### src/rtl/rtc_pkg.sv
// Shared constants for the time-of-day clock: segment patterns, set_sel
// encodings, the decoded operating mode and the BCD-to-segment decoder.
package rtc_pkg;

  localparam logic [6:0] SEG_0     = 7'h7e;
  localparam logic [6:0] SEG_1     = 7'h30;
  localparam logic [6:0] SEG_2     = 7'h6d;
  localparam logic [6:0] SEG_3     = 7'h79;
  localparam logic [6:0] SEG_4     = 7'h33;
  localparam logic [6:0] SEG_5     = 7'h5b;
  localparam logic [6:0] SEG_6     = 7'h5f;
  localparam logic [6:0] SEG_7     = 7'h70;
  localparam logic [6:0] SEG_8     = 7'h7f;
  localparam logic [6:0] SEG_9     = 7'h7b;
  localparam logic [6:0] SEG_BLANK = 7'h00;

  localparam logic [1:0] SEL_RUN = 2'b00;
  localparam logic [1:0] SEL_HR  = 2'b01;
  localparam logic [1:0] SEL_MIN = 2'b10;

  typedef enum logic [1:0] {
    MODE_RUN,
    MODE_SET_HR,
    MODE_SET_MIN
  } mode_e;

  function automatic logic [6:0] bcd_to_seg(input logic [3:0] d);
    case (d)
      4'd0:    bcd_to_seg = SEG_0;
      4'd1:    bcd_to_seg = SEG_1;
      4'd2:    bcd_to_seg = SEG_2;
      4'd3:    bcd_to_seg = SEG_3;
      4'd4:    bcd_to_seg = SEG_4;
      4'd5:    bcd_to_seg = SEG_5;
      4'd6:    bcd_to_seg = SEG_6;
      4'd7:    bcd_to_seg = SEG_7;
      4'd8:    bcd_to_seg = SEG_8;
      4'd9:    bcd_to_seg = SEG_9;
      default: bcd_to_seg = SEG_BLANK;
    endcase
  endfunction

endpackage

### src/rtl/tick_gen.sv
// Free-running modulo-DIV counter; tick is high for the whole cycle in which
// the count sits at DIV-1, giving a one-cycle clock enable per period.
module tick_gen #(
  parameter  int DIV = 4,
  localparam int W   = $clog2(DIV)
) (
  input  logic         clk,
  input  logic         rst,
  output logic         tick,
  output logic [W-1:0] count
);

  localparam logic [W-1:0] LAST = W'(DIV - 1);

  always_ff @(posedge clk or negedge rst) begin
    if (!rst) begin
      count <= '0;
    end else if (count == LAST) begin
      count <= '0;
    end else begin
      count <= count + 1'b1;
    end
  end

  assign tick = (count == LAST);

endmodule

### src/rtl/rtc_display_ctrl.sv
// Time-of-day clock with BCD counters, hour/minute setting, 12/24-hour display
// conversion and a registered multiplexed seven-segment scan driver.
module rtc_display_ctrl
  import rtc_pkg::*;
#(
  parameter  int TICK_DIV = 100000000,
  parameter  int SCAN_DIV = 25000,
  parameter  int SHOW_SEC = 0,
  localparam int NDIG     = 4 + 2 * SHOW_SEC
) (
  input  logic            clk,
  input  logic            rst,
  input  logic            mode_24,
  input  logic [1:0]      set_sel,
  input  logic            inc,
  output logic [NDIG-1:0] an,
  output logic [6:0]      seg,
  output logic            dp,
  output logic            pm,
  output logic            sec_tick
);

  localparam int TW = $clog2(TICK_DIV);
  localparam int SW = $clog2(SCAN_DIV);
  localparam logic [TW-1:0] HALF     = TW'(TICK_DIV / 2);
  localparam logic [2:0]    LAST_IDX = 3'(NDIG - 1);

  logic [TW-1:0]   pre_count;
  logic            scan_step;
  logic [SW-1:0]   unused_scan_count;
  mode_e           mode;

  // Time in packed BCD: {tens, units}
  logic [6:0]      ss, ss_next;
  logic [6:0]      mm, mm_next;
  logic [5:0]      hh, hh_next;

  logic [2:0]      scan_idx;
  logic [2:0]      pos;
  logic [3:0]      digit;
  logic            blank;
  logic            blink_on;
  logic [NDIG-1:0] an_next;

  logic [4:0]      hour_bin;
  logic [4:0]      disp_bin;
  logic [1:0]      disp_t;
  logic [3:0]      disp_u;

  tick_gen #(.DIV(TICK_DIV)) u_sec_tick (
    .clk   (clk),
    .rst   (rst),
    .tick  (sec_tick),
    .count (pre_count)
  );

  tick_gen #(.DIV(SCAN_DIV)) u_scan_tick (
    .clk   (clk),
    .rst   (rst),
    .tick  (scan_step),
    .count (unused_scan_count)
  );

  // Shared by seconds and minutes: 00..59 with wrap
  function automatic logic [6:0] sexa_inc(input logic [6:0] v);
    if (v[3:0] != 4'd9) begin
      sexa_inc = {v[6:4], v[3:0] + 4'd1};
    end else if (v[6:4] != 3'd5) begin
      sexa_inc = {v[6:4] + 3'd1, 4'd0};
    end else begin
      sexa_inc = 7'd0;
    end
  endfunction

  function automatic logic [5:0] hour_inc(input logic [5:0] v);
    if (v == 6'h23) begin
      hour_inc = 6'd0;
    end else if (v[3:0] == 4'd9) begin
      hour_inc = {v[5:4] + 2'd1, 4'd0};
    end else begin
      hour_inc = {v[5:4], v[3:0] + 4'd1};
    end
  endfunction

  always_comb begin
    case (set_sel)
      SEL_HR:  mode = MODE_SET_HR;
      SEL_MIN: mode = MODE_SET_MIN;
      default: mode = MODE_RUN;
    endcase
  end

  // The whole seconds-to-hours carry chain resolves within a single tick
  always_comb begin
    ss_next = ss;
    mm_next = mm;
    hh_next = hh;
    case (mode)
      MODE_RUN: begin
        if (sec_tick) begin
          ss_next = sexa_inc(ss);
          if (ss == 7'h59) begin
            mm_next = sexa_inc(mm);
            if (mm == 7'h59) begin
              hh_next = hour_inc(hh);
            end
          end
        end
      end
      MODE_SET_HR: begin
        ss_next = 7'd0;
        if (inc) begin
          hh_next = hour_inc(hh);
        end
      end
      MODE_SET_MIN: begin
        ss_next = 7'd0;
        if (inc) begin
          mm_next = sexa_inc(mm);
        end
      end
      default: begin
        ss_next = ss;
      end
    endcase
  end

  always_ff @(posedge clk or negedge rst) begin
    if (!rst) begin
      ss <= '0;
      mm <= '0;
      hh <= '0;
    end else begin
      ss <= ss_next;
      mm <= mm_next;
      hh <= hh_next;
    end
  end

  always_ff @(posedge clk or negedge rst) begin
    if (!rst) begin
      scan_idx <= '0;
    end else if (scan_step) begin
      scan_idx <= (scan_idx == LAST_IDX) ? 3'd0 : scan_idx + 3'd1;
    end
  end

  always_comb begin
    hour_bin = 5'(hh[5:4]) * 5'd10 + 5'(hh[3:0]);
    disp_bin = hour_bin;
    if (!mode_24) begin
      if (hour_bin == 5'd0) begin
        disp_bin = 5'd12;
      end else if (hour_bin > 5'd12) begin
        disp_bin = hour_bin - 5'd12;
      end
    end
    if (disp_bin >= 5'd20) begin
      disp_t = 2'd2;
    end else if (disp_bin >= 5'd10) begin
      disp_t = 2'd1;
    end else begin
      disp_t = 2'd0;
    end
    disp_u = 4'(disp_bin - 5'(disp_t) * 5'd10);
  end

  // pos maps the scan index onto the six-digit layout so 4-digit builds skip seconds
  always_comb begin
    digit    = 4'd0;
    blank    = 1'b0;
    blink_on = (pre_count >= HALF);
    pos      = (SHOW_SEC != 0) ? scan_idx : scan_idx + 3'd2;
    case (pos)
      3'd0:    digit = ss[3:0];
      3'd1:    digit = {1'b0, ss[6:4]};
      3'd2:    digit = mm[3:0];
      3'd3:    digit = {1'b0, mm[6:4]};
      3'd4:    digit = disp_u;
      default: begin
        digit = {2'b00, disp_t};
        blank = !mode_24 && (disp_t == 2'd0);
      end
    endcase
    if (blink_on && (mode == MODE_SET_HR) && (pos >= 3'd4)) begin
      blank = 1'b1;
    end
    if (blink_on && (mode == MODE_SET_MIN) && ((pos == 3'd2) || (pos == 3'd3))) begin
      blank = 1'b1;
    end
    an_next = {{(NDIG-1){1'b0}}, 1'b1} << scan_idx;
  end

  // an and seg share one register stage so the digit and its pattern switch together
  always_ff @(posedge clk or negedge rst) begin
    if (!rst) begin
      an  <= '0;
      seg <= SEG_BLANK;
      dp  <= 1'b0;
      pm  <= 1'b0;
    end else begin
      an  <= an_next;
      seg <= blank ? SEG_BLANK : bcd_to_seg(digit);
      dp  <= (scan_idx == 3'd2) && !ss[0];
      pm  <= (hh >= 6'h12);
    end
  end

endmodule

### config.mk
export PLATFORM = sky130hd
export DESIGN_NAME = rtc_display_ctrl
export DESIGN_NICKNAME = d
export VERILOG_FILES = /design/src/rtl/rtc_pkg.sv /design/src/rtl/tick_gen.sv /design/src/rtl/rtc_display_ctrl.sv
export SDC_FILE = /design/constraint.sdc
export NUM_CORES = 1
export LEC_CHECK = 0
export ABC_AREA = 1
export CORE_UTILIZATION = 65
export DETAILED_ROUTE_END_ITERATION = 8
export GPL_TIMING_DRIVEN = 0
export PLACE_DENSITY = 0.9
export RECOVER_POWER = 100
export SLEW_MARGIN = 40
export SYNTH_ARGS = -nofsm -noshare
export SYNTH_HDL_FRONTEND = slang
export SYNTH_HIERARCHICAL = 1
export SYNTH_SLANG_ARGS = --single-unit
export TNS_END_PERCENT = 20
### constraint.sdc
create_clock -name clk -period 5.5 [get_ports clk]
set_input_delay 1.1 -clock clk [delete_from_list [all_inputs] [get_ports clk]]
set_output_delay 1.1 -clock clk [all_outputs]
set_load 0.05 [all_outputs]
# --- Yosys cells after proc, flatten, opt, wreduce, memory -nomap -nowiden ---
# Memory sizes are Yosys's and may differ from the RTL's.
# Cells that the tools add are included.
op_classes:
  addsub: 13
  n_mul: 2
  n_lt_le_gt_ge: 6
  eq_ne: 26
  shift: 1
  mux: 31
  n_reduce_logical: 22
op_table:
  columns: ["operator", "n"]
  rows:
  - ["$mux 7", 9]
  - ["$mux 6", 6]
  - ["$pmux 7 s2", 2]
  - ["$add 27x1->27 const B", 1]
  - ["$eq 27x27->1 const B", 1]
  - ["$ge 27x26->1 const B", 1]
  - ["$mux 27", 1]
  - ["$pmux 4 s5", 1]
  - ["$add 15x1->15 const B", 1]
  - ["$eq 15x15->1 const B", 1]
  - ["$mux 15", 1]
  - ["$mux 5", 3]
  - ["$eq 7x7->1 const B", 2]
  - ["$add 4x1->4 const B", 3]
  - ["$eq 3x2->1 const B", 4]
  - ["$ne 2x2->1 const B", 6]
  - ["$pmux 6 s2", 1]
  - ["$add 3x1->3 const B", 3]
  - ["$ne 4x4->1 const B", 2]
  - ["$eq 6x6->1 const B", 1]
  - ["$ge 6x5->1 const B", 1]
  - ["$logic_and 1x1->1", 6]
  - ["$ne 3x3->1 const B", 2]
  - ["$reduce_bool 2->1", 3]
  - ["other kinds (32)", 39]
word_totals:
  regBits: 78
  rom_bits: 112
  output_inout_bits: 14
  word_cells: 113
  memories: 1
memory_table:
  columns: ["name", "depth", "width", "rd", "rd_clocked_by_memory_dff", "write_ports", "line", "source"]
  rows:
  - ["(name not given)", 16, 7, 1, 0, 0, "rtc_pkg.sv:28", "case (d)"]

# --- Logic depth before layout (Yosys ltp) ---
# Gate-level depths: netlist (run 1).
logic_depth:
  depth_word: 15
  depth_mapped: 30
  depth_no_buf: 30

# --- Hierarchy ---
# Netlist (run 1), hierarchy kept.
modules_own_cells:
  columns: ["mod", "n_inst", "cells_each", "area_each_um2", "seq_area_each_um2"]
  rows:
  - ["rtc_display_ctrl", 1, 328, 2539.9, 900.9]
  - ["tick_gen at u_sec_tick", 1, 228, 1624.1, 675.6]
  - ["tick_gen at u_scan_tick", 1, 129, 899.6, 375.4]

# --- Worst setup path after synthesis (run 1) ---
# Ideal clock, no wire load.
synth_path:
  path_kind: "register to register"
  from: "register hh[1]"
  to: "register seg[3]"
  setup_time_ns: 0.118
  arrival_time_ns: 3.510
  required_ns: 5.382
  setup_slack_ns: 1.872
  stages_incl_launch_ff: 24
  period_less_slack_ns: 3.628
  cell_sequence: "dfrtp_1 > ha_1 > inv_1 > fa_1 > inv_1 > ha_1 > or2_1 > o21ai_0 > o21ai_2 > nand3_1 > nand2_1 > nand2_1 > inv_1 > ha_1 > o22ai_1 > nor3_1 > nand2_1 > inv_1 > ha_1 > inv_1 > nor2_1 > a21oi_1 > nor2_1 > nor2_2"
synth_via:
  elab_chain_len: 14
synth_rtl:
  columns: ["element", "line", "source"]
  rows:
  - ["start: declaration", "rtc_display_ctrl.sv:36", "logic [5:0] hh, hh_next;"]
  - ["start signal: assignment", "rtc_display_ctrl.sv:136", "hh <= hh_next;"]
  - ["$add 5x4->5 (*)", "rtc_display_ctrl.sv:149", "hour_bin = 5'(hh[5:4]) * 5'd10 + 5'(hh[3:0]);"]
  - ["$sub 5x4->5 or $gt 5x4->1 (tied branches)", "rtc_display_ctrl.sv:155, rtc_display_ctrl.sv:154", null]
  - ["$mux 5", "rtc_display_ctrl.sv:154", "end else if (hour_bin > 5'd12) begin"]
  - ["$mux 5", "rtc_display_ctrl.sv:152", "if (hour_bin == 5'd0) begin"]
  - ["$mux 5 (*)", "rtc_display_ctrl.sv:151", "if (!mode_24) begin"]
  - ["parallel branches: the longest is 8 deep, another holds $mem_v2 16x7", null, null]
  - ["$mux 7 (*)", "rtc_display_ctrl.sv:203", "seg <= blank ? SEG_BLANK : bcd_to_seg(digit);"]
  - ["end signal: assignment", "rtc_display_ctrl.sv:203", null]
  - ["end: declaration", "rtc_display_ctrl.sv:17", "output logic [6:0] seg,"]
# Every way passes the cells marked *.
# A chain may end at the register's enable or synchronous reset.

# --- Final worst setup path (run 1) ---
# Same ends and word-level chain as after synthesis.

==> results of run 1 <==
## worst paths after layout
path / start / to / slack [ps] / depth (start not counted)
min in group asynchronous: rst / u_sec_tick/count[14]$_DFF_PN0_ / 1130 / 1
setup reg to reg: hh[1]$_DFFE_PN0P_ / seg[3]$_DFF_PN0_ / 1040 / 22
hold reg to reg: u_sec_tick/count[0]$_DFF_PN0_ / u_sec_tick/count[0]$_DFF_PN0_ / 470 / 1
max in group asynchronous: rst / seg[2]$_DFF_PN0_ / 3430 / 2
setup / recovery: hh[1]$_DFFE_PN0P_ / seg[3]$_DFF_PN0_ / 1040 / 22
hold / removal: u_sec_tick/count[0]$_DFF_PN0_ / u_sec_tick/count[0]$_DFF_PN0_ / 470 / 1
## metal layers
layer,track usage,share of wire,vias to the layer above
met3,0.0497,0.043,30
li1,-,-,2222
met4,0.130,0.023,0
met2,0.503,0.50,139
met1,0.372,0.44,2122
met5,0,0,-
## logic make-up (layout without fill, tap and decap cells)
kind of cell / Yosys count / count (layout)
AO/OA/AOI/OAI: 61 / 61
flip-flops: 78 / 78
XOR/XNOR: 19 / 19
buffers and inverters: 110 / 146
AND/OR/NAND/NOR: 390 / 390
adder cells (fa/ha/maj): 27 / 27
## layout by cell type (no fill, tap or decap), drive strengths merged, types with 13 or more instances in the layout
cell type,n
inv,110
nand3,47
nand2,164
dfrtp,78
dlygate4sd3,14
clkbuf,13
nor3,15
nor2,143
a21oi,20
xor2,17
o21ai,24
ha,26
## per-stage QoR
stage	util	instances	setup WS [ps]
after CTS	0.754	820	1370
after detailed placement	0.730	804	1350
final	0.743	820	1040
after global placement	0.726	803	682
after floorplan	-	685	1870
after global routing	0.743	820	644
## worst max-delay path: cells and delay by family (launching register included)
| family | cells | cell delay, ps |
|---|---|---|
| DFF | 1 | 450 |
| buffers and inverters | 5 | 460 |
| AOI/OAI and AO/OA | 3 | 690 |
| and+or+nand+nor | 9 | 1400 |
| adders and majority gates | 5 | 1380 |
## state kept, by name, indices dropped and copies added, names as in the netlist
name / flops
an: 4
dp: 1
hh: 6
mm: 7
pm: 1
scan_idx: 3
seg: 7
ss: 7
u_scan_tick/count: 15
u_sec_tick/count: 27
## power by group
part           leakage, nW  internal (mW)  total [mW]  switching (mW)
Clock               0.0792          0.178       0.390           0.212
Sequential            1.01          0.654       0.724          0.0705
Combinational         1.58          0.425        1.24           0.811
## area by class of cell
cell class	count	area, um2	area share
Inverter	110	414	0.0753
Timing Repair Buffer	20	211	0.0384
Tap cell	99	124	0.0225
Clock inverter	4	31.3	0.00569
Clock buffer	12	145	0.0264
Multi-Input combinational cell	497	2620	0.477
Sequential cell	78	1950	0.355
==> key figures, run 1 <==
Synthesis
  • Synthesized Nets: 718
  • XOR/XNOR Fraction of Synth Area: 0.0329
  • Mean Syn Cell Area: 7.39 um2
  • Gate Count Post-Synth: 685
  • Post-synth EDFFs: 0
  • Adder-cell share of the synthesized area: 0.0682
  • Synth cell count leaders: nand2_1, nor2_1, inv_1, dfrtp_1, nand3_1
  • Dominant cell type by area after synthesis: dfrtp_1
  • Seq cells post-synth: 78
  • Largest family of logic cells by synthesized area: simple AND/OR/NAND/NOR gates
  • Yosys warns: 6
  • Mux cell area share after synthesis: 0
  • Count leader, synth: nand2_1
  • Top_reg_cell synth: dfrtp_1
  • Cell variety after synth: 39
  • Synthesized cell area: 0.00506 mm2
  • Simple-Gate Fraction of Synth Area: 0.360
  • Synth top area share: 0.385
  • Synth top area cells: dfrtp_1, nand2_1, nor2_1, inv_1, ha_1
  • Post-synth ARST share: 1.00
  • Synth Area in Compound Gates: 0.0714
  • Seq/Total Area, Yosys: 0.385

Run status
  • Status: finished with violations
  • Failing checks: capacitance limit, slew limit

Timing
  • Max Clock Skew: 9.69 ps
  • Crit path time final: 4460 ps
  • Relative slew slack: -0.0439
  • Worst-margin pin slew: 1570 ps
  • Finish-stage setup viols: 0
  • Setup TNS: 0 ps
  • Hold Slack: 471 ps
  • RSZ-0062 raised after global routing: false
  • Final Hold Vio Count: 0
  • Maximum clock frequency: 224 MHz
  • Slew Limit Fails: 27
  • Final worst-path cycle share: 0.810

Clock network
  • CTS buffer count: 9
  • CTS root buf: clkbuf_8
  • Post-CTS resize count: 0
  • Post-CTS Setup Bufs: 0
  • Sink Count: 78
  • CTS Hold Buffers Added: 0
  • Deepest clock path buffer count: 2
  • H-tree depth: 3
  • Clk_lat worst skew: 350 ps
  • Reg clk slew, reported paths: 80 ps
  • TritonCTS clock tree: done

Die
  • # rows: 31
  • DIE AREA: 0.00815 mm2
  • Die H: 90.3 um
  • Core Area: 0.00741 mm2
  • Starting density of the core: 0.683
  • I/O Pins: 20
  • Chip Width: 90.3 um

GRT
  • Vias in the first global route: 4489
  • First-pass GRT wire length: 19600 um
  • Gr ovfl total: 0
  • Pin count of the biggest net entering global routing: 53
  • Initial antenna violation count: 0
  • GRT Util Overall: 0.296

Critical path
  • Critical Path Max Stage Delay: 540 ps
  • CP Capture Type: flop
  • Kind of critical path: flop to flop
  • CP max stage cell: fa_1
  • Crit-path cells: ha_1 > inv_1 > fa_1 > inv_1 > ha_1 > or2_0 > o21ai_0 > nand3_1 > nand2_1 > nand2_1 > inv_1 > ha_1 > inv_1 > ha_1 > nand2_1 > o21ai_0 > nor2_1 > inv_1 > nor2_1 > a21oi_1 > nor2_1 > nor2_2
  • Critical Path Most Common Cell: inv_1
  • Peak fanout along the critical path: 6
  • Worst endpoint required time: 5750 ps
  • WP data arrival: 4700 ps
  • CP Launch Type: flop

Cells and area
  • Antenna diodes: 0
  • NumNets Final: 749
  • Layout fillers: 583
  • Finished Cell Area: 0.00550 mm2
  • Area growth syn-to-layout: 8.65%
  • Fraction of layout cells with a size suffix above 1: 0.0888

Power
  • Total Power: 2.35 mW
  • Leakage: 2.67 nW
  • PwrDens: 427 mW/mm2
  • Max VDD drop: 652 uV

Placed design
  • Placer congestion estimate: 0.936
  • Input/output buffers: 19
  • Post-DP Area: 0.00541 mm2
  • Hpwl dp: 8200 um

Min path
  • Tightest Hold Check Type: flop to flop

Route
  • Via Count: 4513
  • Drt drc: 0
  • Routed wire per std cell: 13.3 um
  • Drt total wl: 10900 um
  • Drt first pass iters: 5
  • Vias/cell: 5.50
  • Final ANT Viol Nets: 0
  • DRT iter0 DRCs: 353

Flow run
  • Max-cap violations: 1
(Power assumes the default switching activity.)
==> inputs of run 2 (changes only) <==
--- a/config.mk
+++ b/config.mk
@@ -6,10 +6,10 @@
 export NUM_CORES = 1
 export LEC_CHECK = 0
 export ABC_AREA = 1
-export CORE_UTILIZATION = 65
+export CORE_UTILIZATION = 62
 export DETAILED_ROUTE_END_ITERATION = 8
 export GPL_TIMING_DRIVEN = 0
-export PLACE_DENSITY = 0.9
+export PLACE_DENSITY = 0.87
 export RECOVER_POWER = 100
 export SLEW_MARGIN = 40
 export SYNTH_ARGS = -nofsm -noshare
==> constraint.sdc (replaced) <==
create_clock -name clk -period 4.4 [get_ports clk]
set_input_delay 0.88 -clock clk [delete_from_list [all_inputs] [get_ports clk]]
set_output_delay 0.88 -clock clk [all_outputs]
set_load 0.05 [all_outputs]
==> key figures, run 2 (synthesis results as in run 1) <==
Route
  • Drt first pass iters: 8
  • Vias/cell: 5.51
  • Routed wire per std cell: 13.2 um
  • Final ANT Viol Nets: 0
  • DRT iter0 DRCs: 345
  • Drt drc: 0
  • Drt total wl: 10900 um
  • Top layer in use: met4
  • Metal-1 WL: 4620 um
  • Via Count: 4537
  • DR WL met3: 588 um
  • Metal2 WL: 5350 um

Timing
  • Relative slew slack: 0.0411
  • Hold Slack: 461 ps
  • Finish-stage setup viols: 0
  • Slew Limit Fails: 0
  • Crit path time final: 3990 ps
  • Final worst-path cycle share: 0.907
  • Final Hold Vio Count: 0
  • Maximum clock frequency: 251 MHz
  • RSZ-0062 raised after global routing: false
  • Max Clock Skew: 7.78 ps
  • Worst-margin pin slew: 1440 ps

Cells and area
  • Fraction of layout cells with a size suffix above 1: 0.0929
  • Max reg flops: 27
  • Antenna diodes: 0
  • NumNets Final: 749
  • Fin util: 0.708
  • Most common cell after layout, fill and taps aside: nand2_1
  • Layout fillers: 626
  • Area growth syn-to-layout: 9.14%
  • Commonest non-fill, non-tap cells in the layout: nand2_1, nor2_1, inv_1
  • Top Registers: u_sec_tick/count (27), u_scan_tick/count (15)
  • Largest reg by FF count: u_sec_tick/count

GRT
  • First-pass GRT wire length: 18700 um
  • Gr ovfl total: 0
  • Initial antenna violation count: 0
  • Vias in the first global route: 4297
  • Pin count of the biggest net entering global routing: 54
  • GRT Util Overall: 0.275

Clock network
  • TritonCTS clock tree: done
  • Deepest clock path buffer count: 2
  • CTS Hold Buffers Added: 0
  • CTS root buf: clkbuf_8
  • Clk_lat worst skew: 350 ps
  • CTS buffer count: 9
  • Reg clk slew, reported paths: 80 ps
  • Sink Count: 78
  • H-tree depth: 3

Die
  • # rows: 32
  • Die H: 92.4 um
  • Starting density of the core: 0.649
  • Chip Width: 92.4 um
  • DIE AREA: 0.00853 mm2
  • I/O Pins: 20
  • Core Area: 0.00781 mm2

Min path
  • Tightest Hold Check Type: flop to flop

Critical path
  • CP Launch Type: flop
  • Kind of critical path: flop to flop
  • Worst endpoint required time: 4650 ps
  • CP Capture Type: flop
  • Critical Path Most Common Cell: inv_1
  • Worst path buffer plus inverter count: 5
  • Crit-path cells: ha_1 > inv_1 > fa_1 > inv_1 > ha_1 > or2_0 > o21ai_1 > o21ai_2 > nand3_1 > nand2_1 > nand2_1 > inv_1 > ha_1 > o22ai_1 > nor3_2 > nand2_1 > inv_1 > ha_1 > inv_1 > nor2_1 > a21oi_1 > nor2_1 > nor2_2
  • CP top delay family: adder cells
  • WP data arrival: 4240 ps
  • CP max stage cell: fa_1
  • Peak fanout along the critical path: 5
  • Critical Path Max Stage Delay: 540 ps

Power
  • PwrDens: 547 mW/mm2
  • Max VDD drop: 866 uV
  • Leakage: 2.70 nW

Flow run
  • Max-cap violations: 0

Run status
  • Status: finished clean

Placed design
  • Hpwl dp: 8060 um
  • Placer congestion estimate: 0.896
  • Input/output buffers: 19
run 2: worst register-to-register path, delay by kind of cell (launching register included):
family | cells | cell delay (ps)
flip-flops | 1 | 420
AND/OR/NAND/NOR | 9 | 1270
buffers and inverters | 5 | 370
adder cells (fa/ha/maj) | 5 | 1390
AO/OA/AOI/OAI | 4 | 430
run 2: worst paths after layout:
check,endpoint,from,slack (ps),cells after the start
max in group asynchronous,seg[2]$_DFF_PN0_,rst,1610,2
min in group asynchronous,u_sec_tick/count[21]$_DFF_PN0_,rst,850,1
hold / removal,u_sec_tick/count[0]$_DFF_PN0_,u_sec_tick/count[0]$_DFF_PN0_,460,1
hold reg to reg,u_sec_tick/count[0]$_DFF_PN0_,u_sec_tick/count[0]$_DFF_PN0_,460,1
setup reg to reg,seg[3]$_DFF_PN0_,hh[4]$_DFFE_PN0P_,410,23
setup / recovery,seg[3]$_DFF_PN0_,hh[4]$_DFFE_PN0P_,410,23
run 2: power by group:
part	internal, mW	switching, mW	total [mW]
sequential	0.817	0.0844	0.901
clock	0.318	0.261	0.579
combinational	0.532	1.01	1.54
run 2: routing by layer:
metal / vias to the layer above / global-route usage
met5: - / 0
li1: 2224 / -
met2: 178 / 0.467
met3: 37 / 0.0567
met1: 2098 / 0.339
met4: 0 / 0.120
run 2: cell type report:
class / count / area [um2] / area share
Clock buffer: 10 / 128 / 0.0231
Clock inverter: 6 / 86.3 / 0.0156
Inverter: 110 / 414 / 0.0749
Multi-Input combinational cell: 497 / 2630 / 0.476
Sequential cell: 78 / 1950 / 0.353
Tap cell: 102 / 128 / 0.0231
Timing Repair Buffer: 20 / 189 / 0.0342
run 2: per-stage QoR:
| stage | cells | setup TNS, ps | power [mW] | area, um2 | setup slack, ps |
|---|---|---|---|---|---|
| CTS | 823 | 0 | 3.05 | 5620 | 270 |
| finish | 823 | 0 | 3.02 | 5530 | 411 |
| global route | 823 | 0 | 3.28 | 5530 | 9.29 |
| floorplan | 685 | 0 | 2.11 | 5060 | 772 |
| detailed placement | 807 | 0 | 2.45 | 5410 | 316 |
| global placement | 806 | -15420 | 2.37 | 5380 | -206 |
run 2: repair_timing:
action / CTS / global route
gates resized for setup: 0 / 2
setup buffers: 0 / 0
endpoints found under the setup margin: 0 / 4
==> inputs of run 3 (changes only) <==
--- a/config.mk
+++ b/config.mk
@@ -5,11 +5,11 @@
 export SDC_FILE = /design/constraint.sdc
 export NUM_CORES = 1
 export LEC_CHECK = 0
-export ABC_AREA = 1
-export CORE_UTILIZATION = 62
+export CORE_UTILIZATION = 61
 export DETAILED_ROUTE_END_ITERATION = 8
 export GPL_TIMING_DRIVEN = 0
-export PLACE_DENSITY = 0.87
+export MAX_ROUTING_LAYER = met4
+export PLACE_DENSITY = 0.86
 export RECOVER_POWER = 100
 export SLEW_MARGIN = 40
 export SYNTH_ARGS = -nofsm -noshare
==> key figures, run 3 <==
Timing
  • Maximum clock frequency: 233 MHz
  • Finish-stage setup viols: 0
  • Setup TNS: 0 ps
  • Worst-margin pin slew: 1540 ps
  • Final worst-path cycle share: 0.974
  • Final Hold Vio Count: 0
  • Crit path time final: 4290 ps
  • Max Clock Skew: 13.8 ps
  • Slew Limit Fails: 12
  • Relative slew slack: -0.0381

Route
  • Final ANT Viol Nets: 0
  • DRT iter0 DRCs: 264
  • Drt drc: 0
  • Drt total wl: 10500 um
  • Vias/cell: 6.24
  • Via Count: 3994
  • Routed wire per std cell: 16.4 um
  • Drt first pass iters: 5

Synthesis
  • Yosys warns: 6
  • Cell variety after synth: 75
  • Post-synth ARST share: 1.00
  • Synthesized cell area: 0.00465 mm2
  • Synth cell count leaders: dfrtp_1, nand2_1, a21oi_1, nor2_1, inv_1
  • Seq cells post-synth: 78
  • Synthesized Nets: 517
  • Mean Syn Cell Area: 9.61 um2
  • Gate Count Post-Synth: 484
  • Seq/Total Area, Yosys: 0.420
  • Dominant cell type by area after synthesis: dfrtp_1
  • Count leader, synth: dfrtp_1
  • Top_reg_cell synth: dfrtp_1
  • Synth top area share: 0.420
  • Synth top area cells: dfrtp_1, ha_1, a21oi_1, nand2_1, xor2_1
  • Post-synth EDFFs: 0

Cells and area
  • Multi-input gate area: 0.00259 mm2
  • Commonest non-fill, non-tap cells in the layout: dfrtp_1, nand2_1, a21oi_1
  • Largest reg by FF count: u_sec_tick/count
  • Register Area: 0.00196 mm2
  • Layout fillers: 537
  • Antenna diodes: 0
  • Finished Cell Area: 0.00540 mm2
  • Fin cells: 640
  • Top Registers: u_sec_tick/count (27), u_scan_tick/count (15)
  • NumNets Final: 569
  • Most common cell after layout, fill and taps aside: dfrtp_1
  • Fraction of layout cells with a size suffix above 1: 0.140
  • Area growth syn-to-layout: 16.1%
  • Max reg flops: 27

Clock network
  • H-tree depth: 3
  • Clk_lat worst skew: 360 ps
  • Deepest clock path buffer count: 2
  • CTS buffer count: 9
  • TritonCTS clock tree: done
  • Reg clk slew, reported paths: 90 ps
  • Sink Count: 78
  • CTS root buf: clkbuf_8

Power
  • Switching pwr: 1.46 mW
  • Combinational fraction of design power: 0.573
  • PwrDens: 635 mW/mm2
  • Clock power share: 0.163
  • Int Pwr: 1.97 mW
  • Leakage: 2.28 nW
  • Reg power frac: 0.265
  • Max VDD drop: 399 uV
  • Net Sw Frac: 0.425

GRT
  • Gr ovfl total: 0
  • Initial antenna violation count: 0
  • GRT Util Overall: 0.276
  • First-pass GRT wire length: 16500 um
  • Vias in the first global route: 3737
  • Pin count of the biggest net entering global routing: 58

Placed design
  • Hpwl dp: 7010 um
  • Input/output buffers: 19
  • Post-DP Area: 0.00500 mm2
  • Inst Count DP: 603
  • Placer congestion estimate: 0.849

Die
  • Starting density of the core: 0.638
  • Chip Width: 89.3 um
  • DIE AREA: 0.00798 mm2
  • Die H: 89.3 um
  • I/O Pins: 20
  • # rows: 31
  • Core Area: 0.00729 mm2

Critical path
  • CP Capture Type: flop
  • WP data arrival: 4550 ps
  • Kind of critical path: flop to flop
  • CP Launch Type: flop
  • Worst endpoint required time: 4670 ps
  • Peak fanout along the critical path: 6

Run status
  • Failing checks: capacitance limit, slew limit
  • Status: finished with violations

Min path
  • Tightest Hold Check Type: flop to flop

Flow run
  • Max-cap violations: 1
run 3: changes by cell type after synthesis, sizes merged, moves of 7 or more:
| cell | previous run | this run |
|---|---|---|
| a21oi | 20 | 34 |
| clkbuf | 0 | 7 |
| inv | 109 | 27 |
| mux2i | 0 | 7 |
| nand2 | 164 | 38 |
| nand3 | 47 | 20 |
| nor2 | 143 | 28 |
| nor2b | 0 | 12 |
| nor4 | 3 | 11 |
| or3 | 0 | 7 |
| xnor2 | 2 | 14 |
run 3: cell families after synthesis:
logic type,share of synthesized area
compound gates,0.163
xor+xnor,0.0546
mux,0.0199
simple gates,0.231
fa+ha+maj,0.0743
buf+inv,0.0369
flops,0.420
run 3: worst paths after layout:
check	startpoint	endpoint	slack, ps	cells past startpoint
max in group asynchronous	rst	hh[1]$_DFFE_PN0P_	1580	2
worst min-delay path	u_sec_tick/count[0]$_DFF_PN0_	u_sec_tick/count[0]$_DFF_PN0_	470	1
worst min register to register	u_sec_tick/count[0]$_DFF_PN0_	u_sec_tick/count[0]$_DFF_PN0_	470	1
worst max register to register	hh[4]$_DFFE_PN0P_	seg[0]$_DFF_PN0_	110	19
min in group asynchronous	rst	pm$_DFF_PN0_	750	1
worst max-delay path	hh[4]$_DFFE_PN0P_	seg[0]$_DFF_PN0_	110	19
run 3: critical path: stages, from the launching register on:
cell and delay, ps:
dfrtp_2 430, ha_4 150, inv_1 60, fa_2 410, xnor2_4 180, inv_2 70, ha_1 120, or4b_4 460
nand2_2 90, nor3_1 70, nor2_1 180, o21ai_1 130, mux2i_1 210, ha_1 170, inv_1 50, ha_2 250
mux2i_1 240, o22ai_1 260, or4b_1 550, o211ai_1 120
run 3: power groups by stage:
stage	combinational (mW)	sequential [mW]	clock [mW]
2_1_floorplan	0.946	1.03	0
3_3_place_gp	1.31	0.917	0
3_5_place_dp	1.41	0.922	0
4_1_cts	1.57	0.909	0.567
5_1_grt	2.12	0.924	0.601
6_report	1.96	0.908	0.559
run 3: metal layers:
metal,track usage,up-vias,wire length (um)
li1,-,1889,-
met1,0.322,1943,4370
met2,0.475,136,5410
met3,0.0563,26,514
met4,0.0938,0,213
met5,-,-,0
run 3: per-stage QoR:
stage | util | worst slack, ps | total power [mW] | hold WS [ps]
after global placement | 0.681 | -271 | 2.22 | 446
final | 0.741 | 114 | 3.43 | 469
after CTS | 0.722 | 17.4 | 3.04 | 361
after detailed placement | 0.685 | -306 | 2.33 | 458
after floorplan | - | 212 | 1.97 | 433
after global routing | 0.741 | -187 | 3.65 | 488
run 3: final cells by class:
cell class,instances,area share
clock buffers,9,0.0229
flip-flops and latches,78,0.362
plain buffers,12,0.0137
inverters,27,0.0195
multi-input cells,367,0.480
repair buffers,41,0.0642
well taps,99,0.0229
clock inverters,7,0.0148
run 3: repair_timing:
action	in CTS	in global routing
hold buffers	0	0
pin swaps	2	9
setup buffers	4	17
gates resized for setup	10	16
endpoints found under the setup margin	7	7
